<file path="src/rtl/core_pkg.sv">
// Shared RV32I-subset definitions: ALU op codes, opcodes, sequencer states and
// instruction classes. Used by the sequencer, the ALU and the single-cycle decoder.
package core_pkg;

  localparam logic [3:0] AluAdd  = 4'd0;
  localparam logic [3:0] AluSub  = 4'd1;
  localparam logic [3:0] AluXor  = 4'd2;
  localparam logic [3:0] AluOr   = 4'd3;
  localparam logic [3:0] AluAnd  = 4'd4;
  localparam logic [3:0] AluSll  = 4'd5;
  localparam logic [3:0] AluSrl  = 4'd6;
  localparam logic [3:0] AluSra  = 4'd7;
  localparam logic [3:0] AluSlt  = 4'd8;
  localparam logic [3:0] AluSltu = 4'd9;

  localparam logic [6:0] OpcR      = 7'b0110011;
  localparam logic [6:0] OpcI      = 7'b0010011;
  localparam logic [6:0] OpcLoad   = 7'b0000011;
  localparam logic [6:0] OpcStore  = 7'b0100011;
  localparam logic [6:0] OpcBranch = 7'b1100011;

  typedef enum logic [2:0] {
    StFetch     = 3'd0,
    StDecode    = 3'd1,
    StExecute   = 3'd2,
    StMem       = 3'd3,
    StWriteback = 3'd4,
    StTrap      = 3'd5
  } state_e;

  typedef enum logic [2:0] {
    ClsR      = 3'd0,
    ClsI      = 3'd1,
    ClsLoad   = 3'd2,
    ClsStore  = 3'd3,
    ClsBranch = 3'd4
  } instr_class_e;

  // Decode of the {funct7, funct3} key; anything unrecognised falls back to ADD.
  function automatic logic [3:0] r_alu_op(input logic [9:0] key);
    case (key)
      10'b0000000_000: return AluAdd;
      10'b0100000_000: return AluSub;
      10'b0000000_100: return AluXor;
      10'b0000000_110: return AluOr;
      10'b0000000_111: return AluAnd;
      10'b0000000_001: return AluSll;
      10'b0000000_101: return AluSrl;
      10'b0100000_101: return AluSra;
      10'b0000000_010: return AluSlt;
      10'b0000000_011: return AluSltu;
      default:         return AluAdd;
    endcase
  endfunction

  // Immediate forms: instr[31:25] is immediate data except for the shifts.
  function automatic logic [3:0] i_alu_op(input logic [6:0] funct7, input logic [2:0] funct3);
    case (funct3)
      3'b000:  return AluAdd;
      3'b010:  return AluSlt;
      3'b011:  return AluSltu;
      3'b100:  return AluXor;
      3'b110:  return AluOr;
      3'b111:  return AluAnd;
      default: return r_alu_op({funct7, funct3});
    endcase
  endfunction

endpackage

</file>
<file path="src/rtl/multicycle_sequencer_if.sv">
// Shared instruction/data memory port: request/ready handshake plus the
// write strobe and address-source select that travel with the request.
interface multicycle_sequencer_if;
  logic mem_req;
  logic mem_we;
  logic addr_sel;
  logic mem_ready;

  modport master (output mem_req, output mem_we, output addr_sel, input mem_ready);
  modport slave  (input mem_req, input mem_we, input addr_sel, output mem_ready);
endinterface

</file>
<file path="src/rtl/instr_classifier.sv">
// Combinational instruction classifier: opcode to class, ALU operation and an
// illegal flag for opcodes and branch forms the core does not implement.
module instr_classifier
  import core_pkg::*;
(
  input  logic [31:0]  instr,
  output instr_class_e cls,
  output logic [3:0]   alu_op,
  output logic         illegal
);

  logic [6:0] opcode;
  logic [6:0] funct7;
  logic [2:0] funct3;
  logic       unused_fields;

  assign opcode        = instr[6:0];
  assign funct3        = instr[14:12];
  assign funct7        = instr[31:25];
  assign unused_fields = ^{instr[24:15], instr[11:7]};

  always_comb begin
    cls     = ClsR;
    alu_op  = AluAdd;
    illegal = 1'b0;
    unique case (opcode)
      OpcR: begin
        cls    = ClsR;
        alu_op = r_alu_op({funct7, funct3});
      end
      OpcI: begin
        cls    = ClsI;
        alu_op = i_alu_op(funct7, funct3);
      end
      OpcLoad:  cls = ClsLoad;
      OpcStore: cls = ClsStore;
      OpcBranch: begin
        cls     = ClsBranch;
        alu_op  = AluSub;
        // Only BEQ (000) and BNE (001) are supported.
        illegal = (funct3[2:1] != 2'b00);
      end
      default: illegal = 1'b1;
    endcase
  end

endmodule

</file>
<file path="src/rtl/multicycle_sequencer.sv">
// Multi-cycle control sequencer: steps each instruction through FETCH..WRITEBACK,
// drives datapath enables and the shared memory port, and counts cycles/retires.
module multicycle_sequencer
  import core_pkg::*;
#(
  parameter int unsigned XLEN = 32
) (
  input  logic                   clk,
  input  logic                   rst,
  input  logic [XLEN-1:0]        instr,
  input  logic                   alu_zero,
  multicycle_sequencer_if.master mem,
  output logic                   ir_we,
  output logic                   pc_we,
  output logic                   pc_sel_branch,
  output logic                   rf_we,
  output logic                   wb_sel_mem,
  output logic                   alu_src_imm,
  output logic [3:0]             alu_op,
  output logic [2:0]             state,
  output logic                   illegal,
  output logic [XLEN-1:0]        cycle_cnt,
  output logic [XLEN-1:0]        instret_cnt
);

  state_e          state_q, state_d;
  instr_class_e    cls_q, dec_cls;
  logic [3:0]      alu_op_q, dec_alu_op;
  logic            bne_q;
  logic            dec_illegal;
  logic            retire;
  logic            branch_taken;
  logic [XLEN-1:0] cycle_q, instret_q;

  instr_classifier u_classifier (
    .instr   (instr[31:0]),
    .cls     (dec_cls),
    .alu_op  (dec_alu_op),
    .illegal (dec_illegal)
  );

  assign branch_taken = bne_q ? ~alu_zero : alu_zero;

  always_comb begin
    state_d       = state_q;
    mem.mem_req   = 1'b0;
    mem.mem_we    = 1'b0;
    mem.addr_sel  = 1'b0;
    ir_we         = 1'b0;
    pc_we         = 1'b0;
    pc_sel_branch = 1'b0;
    rf_we         = 1'b0;
    wb_sel_mem    = 1'b0;
    alu_src_imm   = 1'b0;
    retire        = 1'b0;
    unique case (state_q)
      StFetch: begin
        mem.mem_req = 1'b1;
        if (mem.mem_ready) begin
          ir_we   = 1'b1;
          pc_we   = 1'b1;
          state_d = StDecode;
        end
      end
      StDecode: state_d = dec_illegal ? StTrap : StExecute;
      StExecute: begin
        alu_src_imm = (cls_q == ClsI) || (cls_q == ClsLoad) || (cls_q == ClsStore);
        case (cls_q)
          ClsR, ClsI:        state_d = StWriteback;
          ClsLoad, ClsStore: state_d = StMem;
          ClsBranch: begin
            pc_we         = branch_taken;
            pc_sel_branch = branch_taken;
            retire        = 1'b1;
            state_d       = StFetch;
          end
          default:           state_d = StFetch;
        endcase
      end
      StMem: begin
        mem.mem_req  = 1'b1;
        mem.addr_sel = 1'b1;
        mem.mem_we   = (cls_q == ClsStore);
        alu_src_imm  = 1'b1;
        if (mem.mem_ready) begin
          retire  = (cls_q == ClsStore);
          state_d = (cls_q == ClsStore) ? StFetch : StWriteback;
        end
      end
      StWriteback: begin
        rf_we      = 1'b1;
        wb_sel_mem = (cls_q == ClsLoad);
        retire     = 1'b1;
        state_d    = StFetch;
      end
      StTrap:  state_d = StTrap;
      default: state_d = StFetch;
    endcase
  end

  always_ff @(posedge clk) begin
    if (rst) begin
      state_q   <= StFetch;
      cls_q     <= ClsR;
      alu_op_q  <= AluAdd;
      bne_q     <= 1'b0;
      cycle_q   <= '0;
      instret_q <= '0;
    end else begin
      state_q <= state_d;
      cycle_q <= cycle_q + XLEN'(1);
      if (retire) instret_q <= instret_q + XLEN'(1);
      if (state_q == StDecode) begin
        cls_q    <= dec_cls;
        alu_op_q <= dec_alu_op;
        bne_q    <= instr[12];
      end
    end
  end

  assign alu_op      = alu_op_q;
  assign state       = state_q;
  assign illegal     = (state_q == StTrap);
  assign cycle_cnt   = cycle_q;
  assign instret_cnt = instret_q;

endmodule

</file>
<file path="src/flat_wrapper.sv">
// flat-port wrapper written by rule: the top's interface ports become plain ports
module multicycle_sequencer_flat import core_pkg::*;
#(
  parameter int unsigned XLEN = 32
)
  (clk, rst, instr, alu_zero, ir_we, pc_we, pc_sel_branch, rf_we, wb_sel_mem, alu_src_imm, alu_op, state, illegal, cycle_cnt, instret_cnt, mem_mem_req, mem_mem_we, mem_addr_sel, mem_mem_ready);
  multicycle_sequencer_if mem_i ();
  input  logic clk;
  input  logic rst;
  input  logic [XLEN-1:0] instr;
  input  logic alu_zero;
  output logic ir_we;
  output logic pc_we;
  output logic pc_sel_branch;
  output logic rf_we;
  output logic wb_sel_mem;
  output logic alu_src_imm;
  output logic [3:0] alu_op;
  output logic [2:0] state;
  output logic illegal;
  output logic [XLEN-1:0] cycle_cnt;
  output logic [XLEN-1:0] instret_cnt;
  output wire logic [$bits(mem_i.mem_req)-1:0] mem_mem_req;
  output wire logic [$bits(mem_i.mem_we)-1:0] mem_mem_we;
  output wire logic [$bits(mem_i.addr_sel)-1:0] mem_addr_sel;
  input wire logic [$bits(mem_i.mem_ready)-1:0] mem_mem_ready;
  assign mem_mem_req = mem_i.mem_req;
  assign mem_mem_we = mem_i.mem_we;
  assign mem_addr_sel = mem_i.addr_sel;
  assign mem_i.mem_ready = mem_mem_ready;
  multicycle_sequencer #(.XLEN(XLEN)) u_core (.clk(clk), .rst(rst), .instr(instr), .alu_zero(alu_zero), .mem(mem_i), .ir_we(ir_we), .pc_we(pc_we), .pc_sel_branch(pc_sel_branch), .rf_we(rf_we), .wb_sel_mem(wb_sel_mem), .alu_src_imm(alu_src_imm), .alu_op(alu_op), .state(state), .illegal(illegal), .cycle_cnt(cycle_cnt), .instret_cnt(instret_cnt));
endmodule
</file>
<file path="config.mk">
export PLATFORM = sky130hd
export DESIGN_NAME = multicycle_sequencer_flat
export DESIGN_NICKNAME = d
export VERILOG_FILES = /design/src/rtl/core_pkg.sv /design/src/rtl/multicycle_sequencer_if.sv /design/src/rtl/instr_classifier.sv /design/src/rtl/multicycle_sequencer.sv /design/src/flat_wrapper.sv
export SDC_FILE = /design/constraint.sdc
export NUM_CORES = 1
export LEC_CHECK = 0
export CAP_MARGIN = 20
export CORE_ASPECT_RATIO = 1.75
export CORE_MARGIN = 8
export CORE_UTILIZATION = 43
export DETAILED_ROUTE_END_ITERATION = 6
export DONT_BUFFER_PORTS = 1
export GPL_ROUTABILITY_DRIVEN = 1
export GPL_TIMING_DRIVEN = 0
export PLACE_DENSITY = 0.68
export SLEW_MARGIN = 30
export SYNTH_ARGS = -nofsm -noshare
export SYNTH_HDL_FRONTEND = slang
export SYNTH_HIERARCHICAL = 1
export SYNTH_SLANG_ARGS = --single-unit
export TNS_END_PERCENT = 20
</file>
<file path="constraint.sdc">
create_clock -name clk -period 2.5 [get_ports clk]
set_clock_uncertainty 0.2 [all_clocks]
set_input_delay 0.375 -clock clk [delete_from_list [all_inputs] [get_ports clk]]
set_output_delay 0.375 -clock clk [all_outputs]
set_load 0.05 [all_outputs]
</file>
==> out/qor.yml, run 1 <==
pwr:
  clockPowerShare: 0.467
  p_int_w: 0.00204
  p_sw_frac: 0.231
  ir_drop_mv: 0.330
  leakagePower_nw: 1.49
  p_comb_frac: 0.066
  p_switching_w: 0.000614
  powerDensity_nw_per_um2: 552
  seqPwrFrac: 0.467
  totalPowerFinal_w: 0.00266
worst_hold_path:
  hp-class: "in2reg"
global_route:
  grtUsageTotal: 0.176
  grt_max_degree: 12
  grt_use_met1: 0.160
  grt.met3_usage: 0.0768
  busiest_layer: "met2"
  grt_pass1_vias: 3344
  overflow: 0
  antenna_found_initial: 0
  met2_usage: 0.317
  grt_pass1_wl_mm: 17.1
yosys:
  synth_cells: 457
  synth_top_cell_by_area: "dfxtp_1"
  synthArstFlopShare: 0
  yosysSeqAreaShare: 0.392
  synth_top_area_share: 0.392
  syn_area_um2: 3830
  yosysUniqueCellTypes: 55
  syn_avg_cell_area_um2: 8.38
  ys_ff_latch: 75
  synth_fp_nets: 495
  synthFlopType: "dfxtp_1"
  yosys_warnings: 6
  synth_edf_count: 0
  synth.top_cells.by_area: "dfxtp_1 39%, xnor2_1 9.2%, nor2_1 7.4%"
clock_tree:
  h-tree-depth: 3
  cts_sinks: 75
  tritoncts: "done"
  clk_pin_slew_ps: 50
  cts-root-buf: "clkbuf_16"
  clk_latency_ps: 330
  cts_buffers: 9
  clockBufferDepth: 2
floorplan:
  die_w_um: 87.3
  initial_utilization: 0.441
  die-area_um2: 12300
  rows: 45
  pin_count: 117
  core_area_um2: 8670
  die_y_um: 141
finish:
  antenna_cells: 0
  design_area_um2: 4820
  drive_gt1_frac: 0.261
  area_growth_pct: 25.8
  final_net_count: 519
detailed_routing:
  dr.pass1.iters: 4
  wl_per_cell_um: 18.0
  ant_nets: 0
  totalWireLength_mm: 10.8
  drc: 0
  first_iter_violations: 197
  viasPerCell: 5.79
  num_vias: 3490
sta:
  fmax_ghz: 0.385
  final-setup-viol-count: 11
  post-route-period-util: 1.04
  finalSetupTns_ps: -651
  worst_slew_pin_slew_ps: 782
  setup_slack_ps: -95.2
  min_period_ps: 2600
  rsz0062_at_grt: "yes"
  relSlewSlack: 0.477
  final-hold-violation-count: 0
  slew_violations: 0
placed_design:
  io_buffers: 0
  gp_congestion: 0.900
  dpl_cell_area_um2: 4030
  place_ws_ps: -449
  place_hpwl_mm: 7.76
status:
  status: "finished, violations left"
  violations: "negative setup slack"
run:
  maxCapViolCount: 0
worst_setup_path:
  arrival_ps: 2620
  end_kind: "flip-flop"
  worstPathRequired_ps: 2520
  crit_path_start_kind: "flip-flop"
  cp_max_fo: 3
  crit_type: "reg2reg"
## Yosys cell counts, types with 2 or more instances
library cell and number:
nor4_1 11, inv_1 9, or3_2 3, o31ai_1 2, a2111oi_0 8, o2111ai_1 5, nor2b_1 6, o21ai_0 15
ha_1 2, xor2_1 13, buf_1 5, nand2_1 34, and4_1 5, dfxtp_1 75, and3_1 9, clkbuf_1 10
nor3b_1 5, or4_2 2, mux2i_1 9, a211oi_1 2, nor2_1 75, o211ai_1 2, nand3_1 16, and3b_1 2
a21oi_1 16, o21bai_1 3, inv_2 2, buf_4 2, or3_1 8, buf_2 6, nor3_1 14, xnor2_1 40
nand4_1 11, nand2b_1 3, nor4b_1 3, or4_1 5
## critical path, cell delays in order (launching register included)
cell and delay [ps]:
dfxtp_1 680, nand2_1 210, nor3_2 400, nand2_1 120
or4_4 550, mux2_4 310
## through the flow
stage	util	hold slack, ps	std cells
detailed placement	0.464	317	574
CTS	0.529	18.3	600
global placement	0.463	305	574
global route	0.555	26.2	603
floorplan	-	281	457
finish	0.555	33.2	603
## power by group through the flow
| stage | logic [W] | registers, W | clock network, W |
|---|---|---|---|
| final | 0.000176 | 0.00124 | 0.00124 |
| after floorplan | 0.000118 | 0.00127 | 0 |
| after global routing | 0.000187 | 0.00124 | 0.00134 |
| after detailed placement | 0.000144 | 0.00127 | 0 |
| after CTS | 0.000167 | 0.00124 | 0.00128 |
| after global placement | 0.000139 | 0.00127 | 0 |
## what timing repair did
action                                 in CTS  in global routing
resized for setup                          75                 42
hold buffers                                1                  0
setup buffers                              10                  3
pin swaps                                   9                 11
endpoints found under the hold margin       1                  0
setup endpoints to repair                  33                 33
## logic make-up (layout without fill, tap and decap cells)
logic type / Yosys count / in the layout / share of synthesized area
simple gates: 217 / 217 / 0.291
flops: 75 / 75 / 0.392
compound gates: 65 / 65 / 0.122
xor+xnor: 53 / 53 / 0.121
buf+inv: 34 / 63 / 0.0373
mux: 10 / 10 / 0.0265
fa+ha+maj: 3 / 3 / 0.00915
## layer usage
| metal | part of all wire | routed length, µm |
|---|---|---|
| met4 | 0.035 | 379 |
| met3 | 0.087 | 943 |
| met5 | 0 | 0 |
| met1 | 0.34 | 3650 |
| met2 | 0.54 | 5870 |
## area by class of cell
type	count	area [µm²]
multi-input combinational	348	2480
inverter	11	41.3
buffer	22	156
clock buffer	15	288
tap	117	146
fill	803	3850
timing repair buffer	14	115
sequential	75	1580
clock inverter	1	5.00
## flip-flops by register name (all words and copies together), names as in the netlist
signal / cells
u_core/bne_q: 1
u_core/instret_cnt: 32
u_core/cls_q: 3
u_core/cycle_cnt: 32
u_core/state: 3
u_core/alu_op: 4
## cell usage in the layout (no fill, tap or decap), drive strengths merged, types with 2 or more instances in the layout
master   instances
a2111oi         11
a211oi           2
a21oi           16
and3             9
and3b            2
and4             6
buf             25
clkbuf          25
dfxtp           75
ha               2
inv             11
mux2i            9
nand2           34
nand2b           3
nand3           16
nand4           12
nor2            75
nor2b            6
nor3            14
nor3b            6
nor4            11
nor4b            3
o2111ai          5
o211ai           3
o21ai           15
o21bai           3
o31ai            2
or3             11
or4              8
xnor2           40
xor2            13
## final timing paths
kind / start / endpoint / slack (ps) / cells after the start
max reg2reg: u_core/instret_cnt[12]$_SDFFE_PP0P_ / u_core/instret_cnt[31]$_SDFFE_PP0P_ / -100 / 5
max: u_core/instret_cnt[12]$_SDFFE_PP0P_ / u_core/instret_cnt[31]$_SDFFE_PP0P_ / -100 / 5
min reg2reg: u_core/bne_q$_SDFFE_PP0N_ / u_core/bne_q$_SDFFE_PP0N_ / 320 / 2
min: rst / u_core/state[2]$_SDFFE_PP0P_ / 30 / 2
Note: power is estimated with default switching activity, not from simulation.
==> inputs of run 2 (changes only) <==
--- a/config.mk
+++ b/config.mk
@@ -6,6 +6,8 @@
 export NUM_CORES = 1
 export LEC_CHECK = 0
 export CAP_MARGIN = 20
+export CELL_PAD_IN_SITES_DETAIL_PLACEMENT = 0
+export CELL_PAD_IN_SITES_GLOBAL_PLACEMENT = 1
 export CORE_ASPECT_RATIO = 1.75
 export CORE_MARGIN = 8
 export CORE_UTILIZATION = 43
@@ -13,10 +15,10 @@
 export DONT_BUFFER_PORTS = 1
 export GPL_ROUTABILITY_DRIVEN = 1
 export GPL_TIMING_DRIVEN = 0
-export PLACE_DENSITY = 0.68
+export HOLD_SLACK_MARGIN = 0.08
+export PLACE_DENSITY = 0.85
 export SLEW_MARGIN = 30
 export SYNTH_ARGS = -nofsm -noshare
 export SYNTH_HDL_FRONTEND = slang
-export SYNTH_HIERARCHICAL = 1
 export SYNTH_SLANG_ARGS = --single-unit
 export TNS_END_PERCENT = 20
==> run 2 against run 1 <==
Against the previous run: synthesized cell count rose by 1.8%; register-to-register slack barely moved; utilization fell by 2.8 points; critical path depth fell by 1; final cell count rose by 1.0%; worst hold slack improved by 84 ps; sequential share of layout area rose by 1.4 points; the run still ends with negative setup slack left; via count fell by 0.66%; wire length fell by 1.9%; sequential power barely moved; count of clock-buffer cells in the layout fell by 3; combinational power fell by 14%.
==> out/qor.yml, run 2 <==
status:
  status: "finished, violations left"
  violations: "negative setup slack"
global_route:
  grt_max_degree: 13  # +1
  overflow: 0  # unchanged
  grt_pass1_wl_mm: 16.7  # -2.2%
  antenna_found_initial: 0  # unchanged
  grt_pass1_vias: 3474  # +3.9%
  grtUsageTotal: 0.174  # -0.00243
finish:
  drive_gt1_frac: 0.177  # -0.0845
  final_cell_mix: "59 x nor2_1, 42 x dfxtp_1, 28 x nand2_1, 28 x a21oi_1, 28 x dfxtp_2"
  fill_cells: 838  # +4.4%
  final_cells: 609  # +1.0%
  antenna_cells: 0  # unchanged
  area_growth_pct: 19.7
  final_net_count: 526  # +1.3%
  final_common_cell: "nor2_1"
yosys:
  synth_cells: 465  # +1.8%
  yosysUniqueCellTypes: 55  # unchanged
  syn_area_um2: 3790  # -0.88%
  synth_fp_nets: 503  # +1.6%
  synth_most_common_cell: "dfxtp_1"
  syn_avg_cell_area_um2: 8.16  # -2.6%
  synth_top_cell_by_area: "dfxtp_1"
  synth_common_cells: "75 x dfxtp_1, 61 x nor2_1, 31 x a21oi_1"
  yosys_warnings: 0  # -6
  synthFlopType: "dfxtp_1"
  synth_edf_count: 0  # unchanged
  ys_ff_latch: 75  # unchanged
  synth_top_area_share: 0.396  # +0.00349
  yosysSeqAreaShare: 0.396  # +0.00349
  synthArstFlopShare: 0  # unchanged
  synth.top_cells.by_area: "dfxtp_1 40%, nor2_1 6.0%, xnor2_1 5.8%"
worst_setup_path:
  r2r_slack_ps: -100  # about the same
  crit_type: "reg2out"
  regToRegStartpoint: "u_core.state[1]$_SDFFE_PP0P_"
  arrival_ps: 2130  # -490 ps
  reg2reg_depth: 8  # +3
  cp_max_fo: 5  # +2
  endpoint: "pc_we"
  crit_path_start_kind: "flip-flop"
  crit_path_start: "u_core.state[1]$_SDFFE_PP0P_"
  worstPathRequired_ps: 1920  # -600 ps
  timing.rr.end: "u_core.instret_cnt[7]$_SDFFE_PP0P_"
  end_kind: "output pin"
placed_design:
  place_ws_ps: -321  # +128 ps
  place_hpwl_mm: 7.91  # +1.9%
  io_buffers: 0  # unchanged
  post-place-cells: 582  # +1.4%
  gp_congestion: 0.832  # -7.6%
detailed_routing:
  dr.pass1.iters: 4  # unchanged
  first_iter_violations: 158  # -20%
  wl_per_cell_um: 17.5  # -2.8%
  viasPerCell: 5.69  # -1.6%
  drc: 0  # unchanged
  num_vias: 3467  # -0.66%
  ant_nets: 0  # unchanged
  totalWireLength_mm: 10.6  # -1.9%
sta:
  final-setup-viol-count: 5  # -6
  setup_slack_ps: -207  # -112 ps
  worst_slew_pin_slew_ps: 878  # +96.0 ps
  relSlewSlack: 0.412  # -0.0643
  rsz0062_at_grt: "yes"
  whs_ps: 117  # +84.0 ps
  post-route-period-util: 1.08  # +0.0447
  slew_violations: 0  # unchanged
  fmax_ghz: 0.369  # -4.1%
  final-hold-violation-count: 0  # unchanged
  min_period_ps: 2710  # +112 ps
run:
  maxCapViolCount: 0  # unchanged
clock_tree:
  clockBufferDepth: 2  # unchanged
  cts_buffers: 9  # unchanged
  tritoncts: "done"
  cts-root-buf: "clkbuf_16"
  cts_sinks: 75  # unchanged
  h-tree-depth: 3  # unchanged
  clk_pin_slew_ps: 60  # about the same
  clk_latency_ps: 340  # about the same
floorplan:
  pin_count: 117  # unchanged
  die_y_um: 140  # -0.39%
  die-area_um2: 12200  # -0.76%
  die_w_um: 87  # -0.37%
  core_area_um2: 8610  # -0.65%
  rows: 45  # unchanged
  initial_utilization: 0.440  # -0.00104
pwr:
  p_int_w: 0.00197  # -3.5%
  p_switching_w: 0.000647  # +5.4%
  leakagePower_nw: 1.43  # -4.3%
  seqPwrFrac: 0.475  # +0.008
  p_comb_frac: 0.058  # -0.008
  p_sw_frac: 0.247  # +0.0159
  ir_drop_mv: 0.378  # +15%
  clockPowerShare: 0.467  # about the same
  powerDensity_nw_per_um2: 577  # +4.5%
worst_hold_path:
  whs_path_depth: 2  # unchanged
  hp-class: "in2reg"
==> run 2: cell count changes in the layout (fill, tap and decap cells not counted), sizes merged, moves of 8 or more <==
| cell | before | now |
|---|---|---|
| a21oi | 16 | 31 |
| xnor2 | 40 | 25 |
| nor2 | 75 | 61 |
| a2111oi | 11 | 0 |
| buf | 25 | 16 |
| mux2i | 9 | 1 |
| nor3 | 14 | 22 |
| o21ai | 15 | 23 |
==> run 2: critical path, cell delays in order, from the launching register on <==
cell and delay (ps):
dfxtp_4 400, buf_6 140, buf_6 120, nor4b_4 780, or2_4 350
==> run 2: timing repair <==
action,in CTS,in global routing
pin swaps,4,15
resized for setup,22,47
buffers inserted,2,5
hold buffers,5,0
hold endpoints to repair,5,0
endpoints found under the setup margin,50,46
==> run 2: area by class of cell <==
class / instances / area, µm² / area share
Buffer: 26 / 129 / 0.0284
Clock buffer: 12 / 256 / 0.0565
Clock inverter: 3 / 23.8 / 0.00523
Inverter: 10 / 37.5 / 0.00826
Multi-Input combinational cell: 354 / 2290 / 0.504
Sequential cell: 75 / 1560 / 0.342
Tap cell: 117 / 146 / 0.0322
Timing Repair Buffer: 12 / 106 / 0.0234
==> run 2: cell families after synthesis <==
kind of cell / count (synthesis) / synth area share
multiplexers: 2 / 0.00561
buffers and inverters: 36 / 0.0392
flip-flops: 75 / 0.396
XOR/XNOR: 41 / 0.0947
AO/OA/AOI/OAI: 85 / 0.144
AND/OR/NAND/NOR: 223 / 0.311
adder cells (fa/ha/maj): 3 / 0.00923
==> run 2: worst min path at each step <==
stage	from	to
floorplan	u_core.bne_q$_SDFFE_PP0P_	u_core.bne_q$_SDFFE_PP0P_
global placement	u_core.bne_q$_SDFFE_PP0P_	u_core.bne_q$_SDFFE_PP0P_
detailed placement	u_core.bne_q$_SDFFE_PP0P_	u_core.bne_q$_SDFFE_PP0P_
CTS	rst	u_core.instret_cnt[5]$_SDFFE_PP0P_
global route	rst	u_core.instret_cnt[5]$_SDFFE_PP0P_
finish	rst	u_core.instret_cnt[5]$_SDFFE_PP0P_
==> run 2: power groups by stage <==
stage / clock network (W) / logic [W] / registers, W
after detailed placement: 0 / 0.000137 / 0.00127
final: 0.00122 / 0.000151 / 0.00125
after CTS: 0.00126 / 0.000150 / 0.00125
after global routing: 0.00131 / 0.000164 / 0.00125
after global placement: 0 / 0.000136 / 0.00127
after floorplan: 0 / 0.000111 / 0.00127
==> run 2: per-layer routing <==
metal | part of all wire | up-vias | global-route usage
li1 | - | 1710 | -
met1 | 0.35 | 1637 | 0.155
met2 | 0.54 | 103 | 0.318
met3 | 0.086 | 17 | 0.0744
met4 | 0.023 | 0 | 0.0858
met5 | 0 | - | 0
==> run 2: metrics by stage <==
step                instance area, µm²  power [W]  setup TNS (ps)   util
detailed placement                3990    0.00141           -5840  0.463
global route                      4540    0.00272            -940  0.527
CTS                               4380    0.00265           -3420  0.508
global placement                  3990    0.00141           -4970  0.463
finish                            4540    0.00262            -445  0.527
floorplan                         3840    0.00138               0      -
